$ cat src/rtl/lsu_mem_initiator_if.sv
// Request/response handshake plus byte-addressed memory port of the load/store unit.
// The slave modport is the unit's view; master is the core/memory side.
interface lsu_mem_initiator_if;
  logic        req_valid;
  logic        req_ready;
  logic        req_we;
  logic [2:0]  req_func3;
  logic [31:0] req_addr;
  logic [31:0] req_wdata;
  logic        resp_valid;
  logic [31:0] resp_rdata;
  logic        resp_err;
  logic [31:0] mem_address;
  logic [31:0] mem_write_data;
  logic        mem_write;
  logic        mem_read;
  logic [2:0]  mem_func3;
  logic [31:0] mem_read_data;

  modport slave (
    input  req_valid, req_we, req_func3, req_addr, req_wdata, mem_read_data,
    output req_ready, resp_valid, resp_rdata, resp_err,
    output mem_address, mem_write_data, mem_write, mem_read, mem_func3
  );

  modport master (
    output req_valid, req_we, req_func3, req_addr, req_wdata, mem_read_data,
    input  req_ready, resp_valid, resp_rdata, resp_err,
    input  mem_address, mem_write_data, mem_write, mem_read, mem_func3
  );
endinterface

$ cat src/rtl/lsu_mem_initiator.sv
// Load/store unit: one request at a time, misaligned accesses split into byte accesses,
// load data reassembled and extended, illegal/out-of-range requests answered with an error.
module lsu_mem_initiator #(
  parameter int unsigned MEM_BYTES        = 1024,
  parameter bit          ALLOW_MISALIGNED = 1'b1
) (
  input  logic               clk,
  input  logic               rst,
  lsu_mem_initiator_if.slave bus_io
);

  typedef enum logic [1:0] {StIdle, StAccess, StSplit, StResp} state_e;

  state_e      state_q;
  logic        we_q;
  logic [2:0]  func3_q;
  logic [31:0] addr_q;
  logic [31:0] wdata_q;
  logic [1:0]  cnt_q;
  logic [1:0]  last_q;
  logic [31:0] asm_q;

  logic        req_ready_q;
  logic        resp_valid_q;
  logic        resp_err_q;
  logic [31:0] resp_rdata_q;
  logic [31:0] mem_address_q;
  logic [31:0] mem_write_data_q;
  logic        mem_write_q;
  logic        mem_read_q;
  logic [2:0]  mem_func3_q;

  // Classification of the request presented on the bus.
  logic        req_legal;
  logic [2:0]  req_size;
  logic [32:0] req_end;
  logic        req_oor;
  logic        req_mis;
  logic        req_fault;

  always_comb begin
    case (bus_io.req_func3[1:0])
      2'b01:   req_size = 3'd2;
      2'b10:   req_size = 3'd4;
      default: req_size = 3'd1;
    endcase
    if (bus_io.req_we) begin
      req_legal = bus_io.req_func3 inside {3'b000, 3'b001, 3'b010};
    end else begin
      req_legal = bus_io.req_func3 inside {3'b000, 3'b001, 3'b010, 3'b100, 3'b101};
    end
    // 33-bit sum so addresses near 2^32 cannot wrap back into range.
    req_end   = {1'b0, bus_io.req_addr} + 33'(req_size);
    req_oor   = req_end > 33'(MEM_BYTES);
    req_mis   = ((req_size == 3'd2) && bus_io.req_addr[0]) ||
                ((req_size == 3'd4) && (bus_io.req_addr[1:0] != 2'b00));
    req_fault = !req_legal || req_oor || (req_mis && !ALLOW_MISALIGNED);
  end

  // Split datapath: next byte index, byte-lane merge and final extension.
  logic [1:0]  cnt_nxt;
  logic [31:0] asm_nxt;
  logic [31:0] load_ext;
  logic [7:0]  wbyte_nxt;

  always_comb begin
    cnt_nxt = cnt_q + 2'd1;
    asm_nxt = asm_q;
    asm_nxt[{cnt_q, 3'b000} +: 8] = bus_io.mem_read_data[7:0];
    case (func3_q)
      3'b001:  load_ext = {{16{asm_nxt[15]}}, asm_nxt[15:0]};
      3'b101:  load_ext = {16'h0000, asm_nxt[15:0]};
      default: load_ext = asm_nxt;
    endcase
    wbyte_nxt = wdata_q[{cnt_nxt, 3'b000} +: 8];
  end

  always_ff @(posedge clk or posedge rst) begin
    if (rst) begin
      state_q          <= StIdle;
      we_q             <= 1'b0;
      func3_q          <= 3'b000;
      addr_q           <= 32'h0;
      wdata_q          <= 32'h0;
      cnt_q            <= 2'd0;
      last_q           <= 2'd0;
      asm_q            <= 32'h0;
      req_ready_q      <= 1'b1;
      resp_valid_q     <= 1'b0;
      resp_err_q       <= 1'b0;
      resp_rdata_q     <= 32'h0;
      mem_address_q    <= 32'h0;
      mem_write_data_q <= 32'h0;
      mem_write_q      <= 1'b0;
      mem_read_q       <= 1'b0;
      mem_func3_q      <= 3'b000;
    end else begin
      // Outputs default to their quiet values; each state raises only what it owns.
      req_ready_q      <= 1'b0;
      resp_valid_q     <= 1'b0;
      resp_err_q       <= 1'b0;
      resp_rdata_q     <= 32'h0;
      mem_address_q    <= 32'h0;
      mem_write_data_q <= 32'h0;
      mem_write_q      <= 1'b0;
      mem_read_q       <= 1'b0;
      mem_func3_q      <= 3'b000;

      case (state_q)
        StIdle: begin
          if (bus_io.req_valid) begin
            we_q    <= bus_io.req_we;
            func3_q <= bus_io.req_func3;
            addr_q  <= bus_io.req_addr;
            wdata_q <= bus_io.req_wdata;
            cnt_q   <= 2'd0;
            last_q  <= req_size[2] ? 2'd3 : 2'd1;
            asm_q   <= 32'h0;
            if (req_fault) begin
              state_q      <= StResp;
              resp_valid_q <= 1'b1;
              resp_err_q   <= 1'b1;
            end else if (req_mis) begin
              state_q          <= StSplit;
              mem_address_q    <= bus_io.req_addr;
              mem_func3_q      <= bus_io.req_we ? 3'b000 : 3'b100;
              mem_write_data_q <= bus_io.req_we ? {24'h0, bus_io.req_wdata[7:0]} : 32'h0;
              mem_write_q      <= bus_io.req_we;
              mem_read_q       <= !bus_io.req_we;
            end else begin
              state_q          <= StAccess;
              mem_address_q    <= bus_io.req_addr;
              mem_func3_q      <= bus_io.req_func3;
              mem_write_data_q <= bus_io.req_wdata;
              mem_write_q      <= bus_io.req_we;
              mem_read_q       <= !bus_io.req_we;
            end
          end else begin
            req_ready_q <= 1'b1;
          end
        end

        StAccess: begin
          // Memory has already extended the loaded value.
          if (!we_q) begin
            asm_q <= bus_io.mem_read_data;
          end
          state_q      <= StResp;
          resp_valid_q <= 1'b1;
          resp_rdata_q <= we_q ? 32'h0 : bus_io.mem_read_data;
        end

        StSplit: begin
          if (!we_q) begin
            asm_q <= asm_nxt;
          end
          if (cnt_q == last_q) begin
            state_q      <= StResp;
            resp_valid_q <= 1'b1;
            resp_rdata_q <= we_q ? 32'h0 : load_ext;
          end else begin
            cnt_q            <= cnt_nxt;
            mem_address_q    <= addr_q + {30'h0, cnt_nxt};
            mem_func3_q      <= we_q ? 3'b000 : 3'b100;
            mem_write_data_q <= we_q ? {24'h0, wbyte_nxt} : 32'h0;
            mem_write_q      <= we_q;
            mem_read_q       <= !we_q;
          end
        end

        StResp: begin
          state_q     <= StIdle;
          req_ready_q <= 1'b1;
        end

        default: begin
          state_q     <= StIdle;
          req_ready_q <= 1'b1;
        end
      endcase
    end
  end

  assign bus_io.req_ready      = req_ready_q;
  assign bus_io.resp_valid     = resp_valid_q;
  assign bus_io.resp_err       = resp_err_q;
  assign bus_io.resp_rdata     = resp_rdata_q;
  assign bus_io.mem_address    = mem_address_q;
  assign bus_io.mem_write_data = mem_write_data_q;
  assign bus_io.mem_write      = mem_write_q;
  assign bus_io.mem_read       = mem_read_q;
  assign bus_io.mem_func3      = mem_func3_q;

endmodule

$ cat src/flat_wrapper.sv
// flat-port wrapper written by rule: the top's interface ports become plain ports
module lsu_mem_initiator_flat 
#(
  parameter int unsigned MEM_BYTES        = 1024,
  parameter bit          ALLOW_MISALIGNED = 1'b1
)
  (clk, rst, bus_io_req_valid, bus_io_req_we, bus_io_req_func3, bus_io_req_addr, bus_io_req_wdata, bus_io_mem_read_data, bus_io_req_ready, bus_io_resp_valid, bus_io_resp_rdata, bus_io_resp_err, bus_io_mem_address, bus_io_mem_write_data, bus_io_mem_write, bus_io_mem_read, bus_io_mem_func3);
  lsu_mem_initiator_if bus_io_i ();
  input  logic clk;
  input  logic rst;
  input wire logic [$bits(bus_io_i.req_valid)-1:0] bus_io_req_valid;
  input wire logic [$bits(bus_io_i.req_we)-1:0] bus_io_req_we;
  input wire logic [$bits(bus_io_i.req_func3)-1:0] bus_io_req_func3;
  input wire logic [$bits(bus_io_i.req_addr)-1:0] bus_io_req_addr;
  input wire logic [$bits(bus_io_i.req_wdata)-1:0] bus_io_req_wdata;
  input wire logic [$bits(bus_io_i.mem_read_data)-1:0] bus_io_mem_read_data;
  output wire logic [$bits(bus_io_i.req_ready)-1:0] bus_io_req_ready;
  output wire logic [$bits(bus_io_i.resp_valid)-1:0] bus_io_resp_valid;
  output wire logic [$bits(bus_io_i.resp_rdata)-1:0] bus_io_resp_rdata;
  output wire logic [$bits(bus_io_i.resp_err)-1:0] bus_io_resp_err;
  output wire logic [$bits(bus_io_i.mem_address)-1:0] bus_io_mem_address;
  output wire logic [$bits(bus_io_i.mem_write_data)-1:0] bus_io_mem_write_data;
  output wire logic [$bits(bus_io_i.mem_write)-1:0] bus_io_mem_write;
  output wire logic [$bits(bus_io_i.mem_read)-1:0] bus_io_mem_read;
  output wire logic [$bits(bus_io_i.mem_func3)-1:0] bus_io_mem_func3;
  assign bus_io_i.req_valid = bus_io_req_valid;
  assign bus_io_i.req_we = bus_io_req_we;
  assign bus_io_i.req_func3 = bus_io_req_func3;
  assign bus_io_i.req_addr = bus_io_req_addr;
  assign bus_io_i.req_wdata = bus_io_req_wdata;
  assign bus_io_i.mem_read_data = bus_io_mem_read_data;
  assign bus_io_req_ready = bus_io_i.req_ready;
  assign bus_io_resp_valid = bus_io_i.resp_valid;
  assign bus_io_resp_rdata = bus_io_i.resp_rdata;
  assign bus_io_resp_err = bus_io_i.resp_err;
  assign bus_io_mem_address = bus_io_i.mem_address;
  assign bus_io_mem_write_data = bus_io_i.mem_write_data;
  assign bus_io_mem_write = bus_io_i.mem_write;
  assign bus_io_mem_read = bus_io_i.mem_read;
  assign bus_io_mem_func3 = bus_io_i.mem_func3;
  lsu_mem_initiator #(.MEM_BYTES(MEM_BYTES), .ALLOW_MISALIGNED(ALLOW_MISALIGNED)) u_core (.clk(clk), .rst(rst), .bus_io(bus_io_i));
endmodule
$ cat config.mk
export PLATFORM = sky130hd
export DESIGN_NAME = lsu_mem_initiator_flat
export DESIGN_NICKNAME = d
export VERILOG_FILES = /design/src/rtl/lsu_mem_initiator_if.sv /design/src/rtl/lsu_mem_initiator.sv /design/src/flat_wrapper.sv
export SDC_FILE = /design/constraint.sdc
export NUM_CORES = 1
export LEC_CHECK = 0
export ABC_CLOCK_PERIOD_IN_PS = 17700
export BUFFER_PORTS_ARGS = -buffer_cell sky130_fd_sc_hd__buf_2
export CORE_AREA = 10 10 161 163
export DETAILED_ROUTE_END_ITERATION = 6
export DIE_AREA = 0 0 171 173
export PLACE_DENSITY_LB_ADDON = 0.2
export SLEW_MARGIN = 10
export SYNTH_ARGS = -nofsm -noshare
export SYNTH_HDL_FRONTEND = slang
export SYNTH_SLANG_ARGS = --single-unit
export TNS_END_PERCENT = 1
$ cat constraint.sdc
create_clock -name clk -period 17.7 [get_ports clk]
set_input_delay 3.54 -clock clk [delete_from_list [all_inputs] [get_ports clk]]
set_output_delay 3.54 -clock clk [all_outputs]
set_load 0.05 [all_outputs]
After elaboration in Yosys (flattened, before gate mapping)
Cells that the tools add are included.

storage, ports and cells
  input port bits = 103
  logic and storage cells = 116
  register bits = 210

cells by class
  shift operators = 3
  reductions and logical operators = 18
  muxes and demuxes = 54
  equal/unequal tests = 19
  $lt $le $gt $ge = 1
  add/sub/neg operators = 4

operators with widths
  cell                                                                     number
  32-bit two-way mux                                                       13
  32-bit case mux with 2 select lines                                      4
  32-bit case mux with 3 select lines                                      1
  32-bit by 3-bit adder with 33-bit output                                 1
  33-bit by 11-bit > comparator with 1-bit output (second input constant)  1
  32-bit by 2-bit adder with 32-bit output                                 1
  32-bit bitwise mux                                                       1
  8-bit by 7-bit variable shift with 32-bit output (first input constant)  1
  32-bit by 6-bit indexed part select with 8-bit output                    1
  8-bit by 7-bit indexed part select with 32-bit output                    1
  3-bit two-way mux                                                        6
  8-bit two-way mux                                                        2
  2-bit two-way mux                                                        7
  3-bit equality test (second input constant)                              4
  1-bit two-way mux                                                        12
  3-bit case mux with 2 select lines                                       2
  2-bit != test (second input constant)                                    4
  2-bit case mux with 4 select lines                                       1
  5-bit negator with 7-bit output                                          1
  2-bit equality test (second input constant)                              3
  3-bit by 1-bit equality test with 1-bit output (second input constant)   2
  3-bit by 2-bit equality test with 1-bit output (second input constant)   2
  1-bit case mux with 2 select lines                                       3
  3-bit nonzero test                                                       2
  other kinds (16)                                                         23

Depth between registers and ports, before layout
Gate-level depths: netlist of the first run.

  depth after elaboration = 9
  depth in mapped cells = 15
  mapped depth without buffers = 13

Worst setup path after synthesis of the first run
OpenSTA, ideal clock, no wires.

  kind = input to register
  start point = input bus_io_req_func3[1]
  end point = register u_core.mem_write_data_q[0], in the netlist u_core.bus_io.mem_write_data[0]
  buffers on the path = 2
  required time = 17604 ps
  library setup time = 96 ps
  path slack = 11397 ps
  stages = 14
  data arrival time = 6207 ps
  path through = inv_1 > ha_1 > inv_1 > ha_1 > fa_1 > a21oi_1 > nor3_2 > buf_2 > a2111oi_2 > nor2_1 > nor3_4 > nand2_2 > buf_2 > o31ai_1

between the ends
  cells in the longest elaborated chain, start to end = 9

RTL lines
  what                                                                                              line                      RTL
  start, declared                                                                                   flat_wrapper.sv:13        input wire logic [$bits(bus_io_i.req_func3)-1:0] bus_io_req_func3;
  parallel branches: the longest is 6 deep, another holds 32-bit by 3-bit adder with 33-bit output  --
  32-bit two-way mux *                                                                              lsu_mem_initiator.sv:119  if (req_fault) begin
  32-bit two-way mux *                                                                              lsu_mem_initiator.sv:111  if (bus_io.req_valid) begin
  32-bit case mux with 2 select lines *                                                             lsu_mem_initiator.sv:109  case (state_q)
  end signal, assigned                                                                              lsu_mem_initiator.sv:127  mem_write_data_q <= bus_io.req_we ? {24'h0, bus_io.req_wdata[7:0]} : 32'h0;
  end signal, assigned                                                                              lsu_mem_initiator.sv:134  mem_write_data_q <= bus_io.req_wdata;
  end signal, assigned                                                                              lsu_mem_initiator.sv:165  mem_write_data_q <= we_q ? {24'h0, wbyte_nxt} : 32'h0;
  end, declared                                                                                     lsu_mem_initiator.sv:28   logic [31:0] mem_write_data_q;

Every way passes the cells marked *.
A chain may end at the register's enable or synchronous reset.

Worst setup path in the final report of the first run
  start point = input bus_io_req_func3[1]
  end point = register u_core.state_q[1]

between the ends
  cells in the longest elaborated chain, start to end = 9

RTL lines
  what                                                                                              line                      RTL
  parallel branches: the longest is 6 deep, another holds 32-bit by 3-bit adder with 33-bit output  --
  2-bit two-way mux *                                                                               lsu_mem_initiator.sv:119
  2-bit two-way mux *                                                                               lsu_mem_initiator.sv:111
  2-bit case mux with 4 select lines *                                                              lsu_mem_initiator.sv:109
  end signal, assigned                                                                              lsu_mem_initiator.sv:120  state_q <= StResp;
  end signal, assigned                                                                              lsu_mem_initiator.sv:124  state_q <= StSplit;
  end signal, assigned                                                                              lsu_mem_initiator.sv:131  state_q <= StAccess;
  end, declared                                                                                     lsu_mem_initiator.sv:14   state_e state_q;

Every way passes the cells marked *. The select of a mux whose other input is x is not followed.

==> results.md, run 1 <==
- CTS Buf Count: 24
- Num ports: 207
- Mapped Area: 0.0100 mm^2
- Max Slew Vio Count: 0
- Hold path endpoint: u_core.wdata_q[31]
- Share of layout cells above drive strength 1: 22.1%
- Largest net degree at the start of global routing: 137
- Setup ws final: 10,880 ps
- CTS root buf: clkbuf_16
- Number of global-route vias before repair: 8,627
- Worst path slowest cell: nor3_2
- Die Area: 0.0296 mm^2
- Wirelength per Cell: 17.8 um
- Worst min path class: reg2reg
- Gate Count Post-Synth: 1,087
- Area Growth Syn to Fin: 20.7%
- Nets@finish: 1,401
- Die Y: 173 um
- # rows: 55
- Reg power frac: 36.1%
- Synth area leader: dfrtp_1
- Antenna violations before repair: 2
- Crit-path max cell delay: 690 ps
- Fillers: 2,136
- Worst r2r src: u_core.cnt_q[0]
- Multi-input logic area: 0.00436 mm^2
- Synth top area share: 52.1%
- Reg2Reg Capture Point: u_core.bus_io.mem_address[30]
- Post-DP HPWL: 19.6 mm
- Hold Path Stages: 2
- Leakage: 5.92 nW
- Clk_lat worst skew: 540 ps
- Die span in x: 171 um
- Gate power share: 39.2%
- Final setup viols: 0
- Via count: 8,466
- Synthesis-stage register bit count: 210
- Hold_sp: u_core.wdata_q[31]
- Post-Syn Nets: 1,211
- Power, Total: 2.00 mW
- R2R depth: 11
- Sw Share: 41.8%
- Post-CTS setup buffers: 0
- Longest Clk Path Bufs: 3
- Cell-internal power: 1.16 mW
- Rel. slew slack: 19.9%
- Pre-CTS WS: 10,360 ps
- CP max FO: 27
- Final RePlAce weighted congestion: 0.854
- H-tree levels: 1
- Routed Antenna Nets: 0
- RSZ-0062 raised after global routing: false
- # resized after CTS: 0
- 1st-pass router iterations: 7
- Max Freq: 147 MHz
- Syn Area/Cell: 9.23 um^2
- Status: completed
- Startpoint types: input port
- Total global-route track usage: 18.8%
- Main flop type after synthesis: dfrtp_1
- Synth cell count leaders: 278 x nand2_1, 209 x dfrtp_1, 84 x nor2_1, 71 x o21ai_0, 56 x inv_1
- Synth cell types: 72
- Psw: 0.837 mW
- Ys Warns: 0
- CP Launch Point: bus_io_req_func3[1]
- Reg clk slew, reported paths: 60 ps
- Most frequent cell after synthesis: nand2_1
- Pwr/cell area: 165 mW/mm^2
- Post-DR vias/cell: 5.36
- Setup TNS: 0 ps
- Hold Worst Slack: 468 ps
- Core ar.: 0.0226 mm^2
- Top post-synthesis cells by area: dfrtp_1 52%, nand2_1 10%, o21ai_0 3.5%
- Input/output buffers: 206
- CP bufs+invs: 3
- Total grt overflow: 0
- Final Hold Fails: 0
- VDD IR-drop max: 0.102 mV
- Setup Skew: 29.4 ps
- Share of synthesized flip-flops with an asynchronous set or reset: 100%
- Crit share post-route: 38.5%
- CP Class: in2reg
- Crit-path leading delay family: simple AND/OR/NAND/NOR gates
- Maxcap violations: 0
- Least-Margin Pin Slew: 1200 ps
- CP required: 18,100 ps
- CP endpoint kind: register
- Clock share of power: 24.7%
- Starting DRT DRC Count: 667
- Drt total wl: 28.2 mm
- Worst-path cell chain: buf_2, inv_1, ha_1, inv_1, ha_1, fa_1, a21oi_1, nor3_2, nand2_1, a221oi_1, nand4_1, and4b_1, nand3_2, o221a_1
- Fin crit period: 6820 ps
- CTS tree: done
- Clock sinks: 210
- Post-synthesis sequential area ratio: 52.4%
- Number of synthesized flops with an enable pin: 0
- Worst reg-to-reg setup slack: 13,330 ps
- DRC viols: 0
- Global-route wire length before repair: 45.7 mm
- Initial Utilization: 44.4%
- Critical Path AT: 7220 ps
- Register area: 0.00526 mm^2
- Hold_buf cts: 0
-- worst max path at each step --
stage                     cells after the start                 to
final                                        14  u_core.state_q[1]
after CTS                                    14  u_core.state_q[1]
after global routing                         14  u_core.state_q[1]
after global placement                       14  u_core.state_q[1]
after detailed placement                     14  u_core.state_q[1]
after floorplan                               1   u_core.addr_q[0]
-- state kept, by name, indices dropped and copies added, names as in the netlist, 2 cells and up --
name and count:
u_core.asm_q 32, u_core.func3_q 3, u_core.last_q 2, u_core.state_q 2, u_core.bus_io.resp_rdata 32, u_core.wdata_q 32
u_core.cnt_q 2, u_core.bus_io.mem_write_data 32, u_core.bus_io.mem_func3 3, u_core.bus_io.mem_address 32, u_core.addr_q 32
-- layer usage --
metal,up-vias,track usage (%),part of all wire (%)
li1,4105,-,-
met1,4072,24.4,43
met2,246,30.7,48
met3,43,3.92,6.9
met4,0,5.26,2.2
met5,-,0,0
-- placed cells by master (no fill, tap or decap), types with 10 or more instances in the layout --
cell / n
o22ai_1: 44
ha_1: 19
a21boi_0: 16
inv_1: 55
buf_4: 11
nand3_1: 22
o31ai_1: 10
nor2_1: 84
nand4_1: 15
a22oi_1: 31
clkbuf_16: 24
dfrtp_1: 209
buf_2: 206
o21ai_0: 71
nor3_1: 12
xor2_1: 19
a21oi_1: 35
nand2_1: 277
xnor2_1: 14
-- worst register-to-register path, cell delays in order (launching register included) --
cell     delay (ps)
dfrtp_1         320
buf_4           280
inv_1           230
ha_1            730
inv_1           270
fa_1            550
or4b_1          740
or3_1           500
nor3_1          280
nand4_1         140
xor2_1          140
nor2_1           50
-- stage by stage --
step / instance area, um^2 / instances / utilization [%]
2_1_floorplan: 10000 / 1087 / -
3_3_place_gp: 11300 / 1536 / 50.1
3_5_place_dp: 11300 / 1536 / 50.1
4_1_cts: 12100 / 1578 / 53.6
5_1_grt: 12100 / 1578 / 53.6
6_report: 12100 / 1579 / 53.7
-- power by group through the flow --
stage | clock (mW) | combinational (mW) | sequential (mW)
6_report | 0.494 | 0.784 | 0.723
5_1_grt | 0.526 | 0.872 | 0.742
4_1_cts | 0.507 | 0.791 | 0.722
3_5_place_dp | 0 | 0.788 | 0.729
3_3_place_gp | 0 | 0.778 | 0.726
2_1_floorplan | 0 | 0.446 | 0.857
-- cell type report --
type                            count  area share (%)
Antenna cell                        1          0.0207
Clock buffer                       34            5.85
Clock inverter                      8           0.775
Inverter                           56            1.80
Multi-Input combinational cell    768            36.0
Sequential cell                   210            43.4
Tap cell                          285            2.94
Timing Repair Buffer              217            9.19
-- cell families (layout without fill, tap and decap cells) --
kind of cell,after synthesis,count (layout),share of synthesized area [%]
and+or+nand+nor,462,462,20.3
AOI/OAI and AO/OA,240,240,15.3
muxes,12,12,2.20
adders and majority gates,21,21,2.77
DFF,210,210,52.4
other,0,1,0
xor gates and xnor gates,33,33,2.88
buffers and inverters,109,315,4.20
Power figures use the tool's default switching activity.
==> run 2: changes to the inputs <==
Settings changed: ABC_CLOCK_PERIOD_IN_PS 17700 to 5950.
Clock period 17.7 ns to 5.95 ns, I/O delays scaled along.
==> results.md, run 2 (synthesized netlist as in run 1, its figures left out) <==
- Rel. slew slack: 20.8%
- Drt total wl: 28.1 mm
- Reg clk slew, reported paths: 60 ps
- Largest net degree at the start of global routing: 97
- Startpoint types: input port
- Post-DR vias/cell: 5.32
- CP endpoint kind: register
- Non-filler cells, final: 1,576
- 1st-pass router iterations: 5
- Worst min path class: reg2reg
- Die Y: 173 um
- CP max FO: 23
- Diode count: 0
- CTS root buf: clkbuf_16
- Commonest non-fill, non-tap cell in the layout: nand2_1
- Maxcap violations: 0
- Least-Margin Pin Slew: 1190 ps
- Fillers: 2,106
- Post-CTS setup buffers: 0
- Cell area after layout: 0.0120 mm^2
- # rows: 55
- Setup TNS: 0 ps
- VDD IR-drop max: 0.262 mV
- Number of global-route vias before repair: 8,564
- Antenna violations before repair: 0
- # resized after CTS: 0
- Status: completed
- Via count: 8,386
- CTS tree: done
- Longest Clk Path Bufs: 3
- Pre-CTS WS: 1230 ps
- Routed Antenna Nets: 0
- Fin util: 53.4%
- Share of layout cells above drive strength 1: 21.9%
- Placed cells: 1,539
- Final setup viols: 0
- H-tree levels: 1
- Global-route wire length before repair: 45.4 mm
- RSZ-0062 raised after global routing: false
- CTS Buf Count: 23
- Total grt overflow: 0
- Final Hold Fails: 0
- Final RePlAce weighted congestion: 0.848
- Total global-route track usage: 18.7%
- CP required: 6350 ps
- CP Class: in2reg
- Initial Utilization: 44.4%
- Post-DP Area: 0.0113 mm^2
- Max Slew Vio Count: 0
- Area Growth Syn to Fin: 20.1%
- Multi-input logic area: 0.00436 mm^2
- Nets@finish: 1,403
- Crit share post-route: 70.7%
- Hold_buf cts: 0
- Post-DP HPWL: 19.7 mm
- Max Freq: 238 MHz
- Starting DRT DRC Count: 645
- Setup Skew: 19.9 ps
- Input/output buffers: 206
- Pwr/cell area: 485 mW/mm^2
- Critical Path AT: 4600 ps
- Clock sinks: 210
- Fin crit period: 4210 ps
- Clk_lat worst skew: 510 ps
- Num ports: 207
- Register area: 0.00526 mm^2
- Leakage: 5.87 nW
- Die Area: 0.0296 mm^2
- Wirelength per Cell: 17.8 um
- Setup ws final: 1740 ps
- Core ar.: 0.0226 mm^2
- DRC viols: 0
- Commonest cells after routing, fill and taps aside: 277 x nand2_1, 209 x dfrtp_1, 206 x buf_2
- Die span in x: 171 um
[run 2: changes by cell type in the layout (fill, tap and decap cells not counted), sizes merged]
cell      delta
clkinv       -5
buf          +3
clkbuf       -3
clkinvlp     +3
diode        -1
[run 2: area by class of cell]
cell class,count,area share (%)
clock buffers,31,5.36
multi-input cells,768,36.2
clock inverters,6,0.530
repair buffers,220,9.53
flip-flops and latches,210,43.6
inverters,56,1.78
well taps,285,2.96
[run 2: critical path, stage by stage]
cell	delay (ps)
buf_2	120
inv_1	110
ha_1	240
inv_1	50
ha_1	190
fa_1	300
a21oi_1	150
nor3_2	650
nand2_1	130
a221oi_1	280
nand4_1	110
and4b_1	340
nand2_2	350
o32ai_1	370
[run 2: per-stage QoR]
step | hold slack, ps | power [mW]
2_1_floorplan | 438 | 3.88
3_3_place_gp | 453 | 4.47
3_5_place_dp | 460 | 4.51
4_1_cts | 477 | 5.89
5_1_grt | 492 | 6.25
6_report | 473 | 5.84
[run 2: path summary, 6_finish.rpt]
kind,start,endpoint,slack [ps],cells after the start
min in group asynchronous,rst,u_core.bus_io.resp_rdata[27],700,2
worst min register to register,u_core.wdata_q[31],u_core.wdata_q[31],470,2
worst max register to register,u_core.cnt_q[1],u_core.bus_io.mem_address[30],1870,10
worst max-delay path,bus_io_req_func3[1],u_core.bus_io.mem_read,1740,14
worst min-delay path,u_core.wdata_q[31],u_core.wdata_q[31],470,2
max in group asynchronous,rst,u_core.addr_q[13],3710,4
[run 2: power by group]
part	internal (mW)	leakage, nW	total (mW)	switching (mW)
Clock	0.798	0.344	1.37	0.567
Sequential	1.89	2.80	2.15	0.261
Combinational	0.705	2.73	2.33	1.62
[run 2: per-layer routing]
metal / vias to the layer above / wire length [um] / GRT usage [%]
li1: 4098 / - / -
met1: 4029 / 12300 / 24.0
met2: 225 / 13400 / 31.5
met3: 34 / 1860 / 3.78
met4: 0 / 525 / 4.24
met5: - / 0 / 0
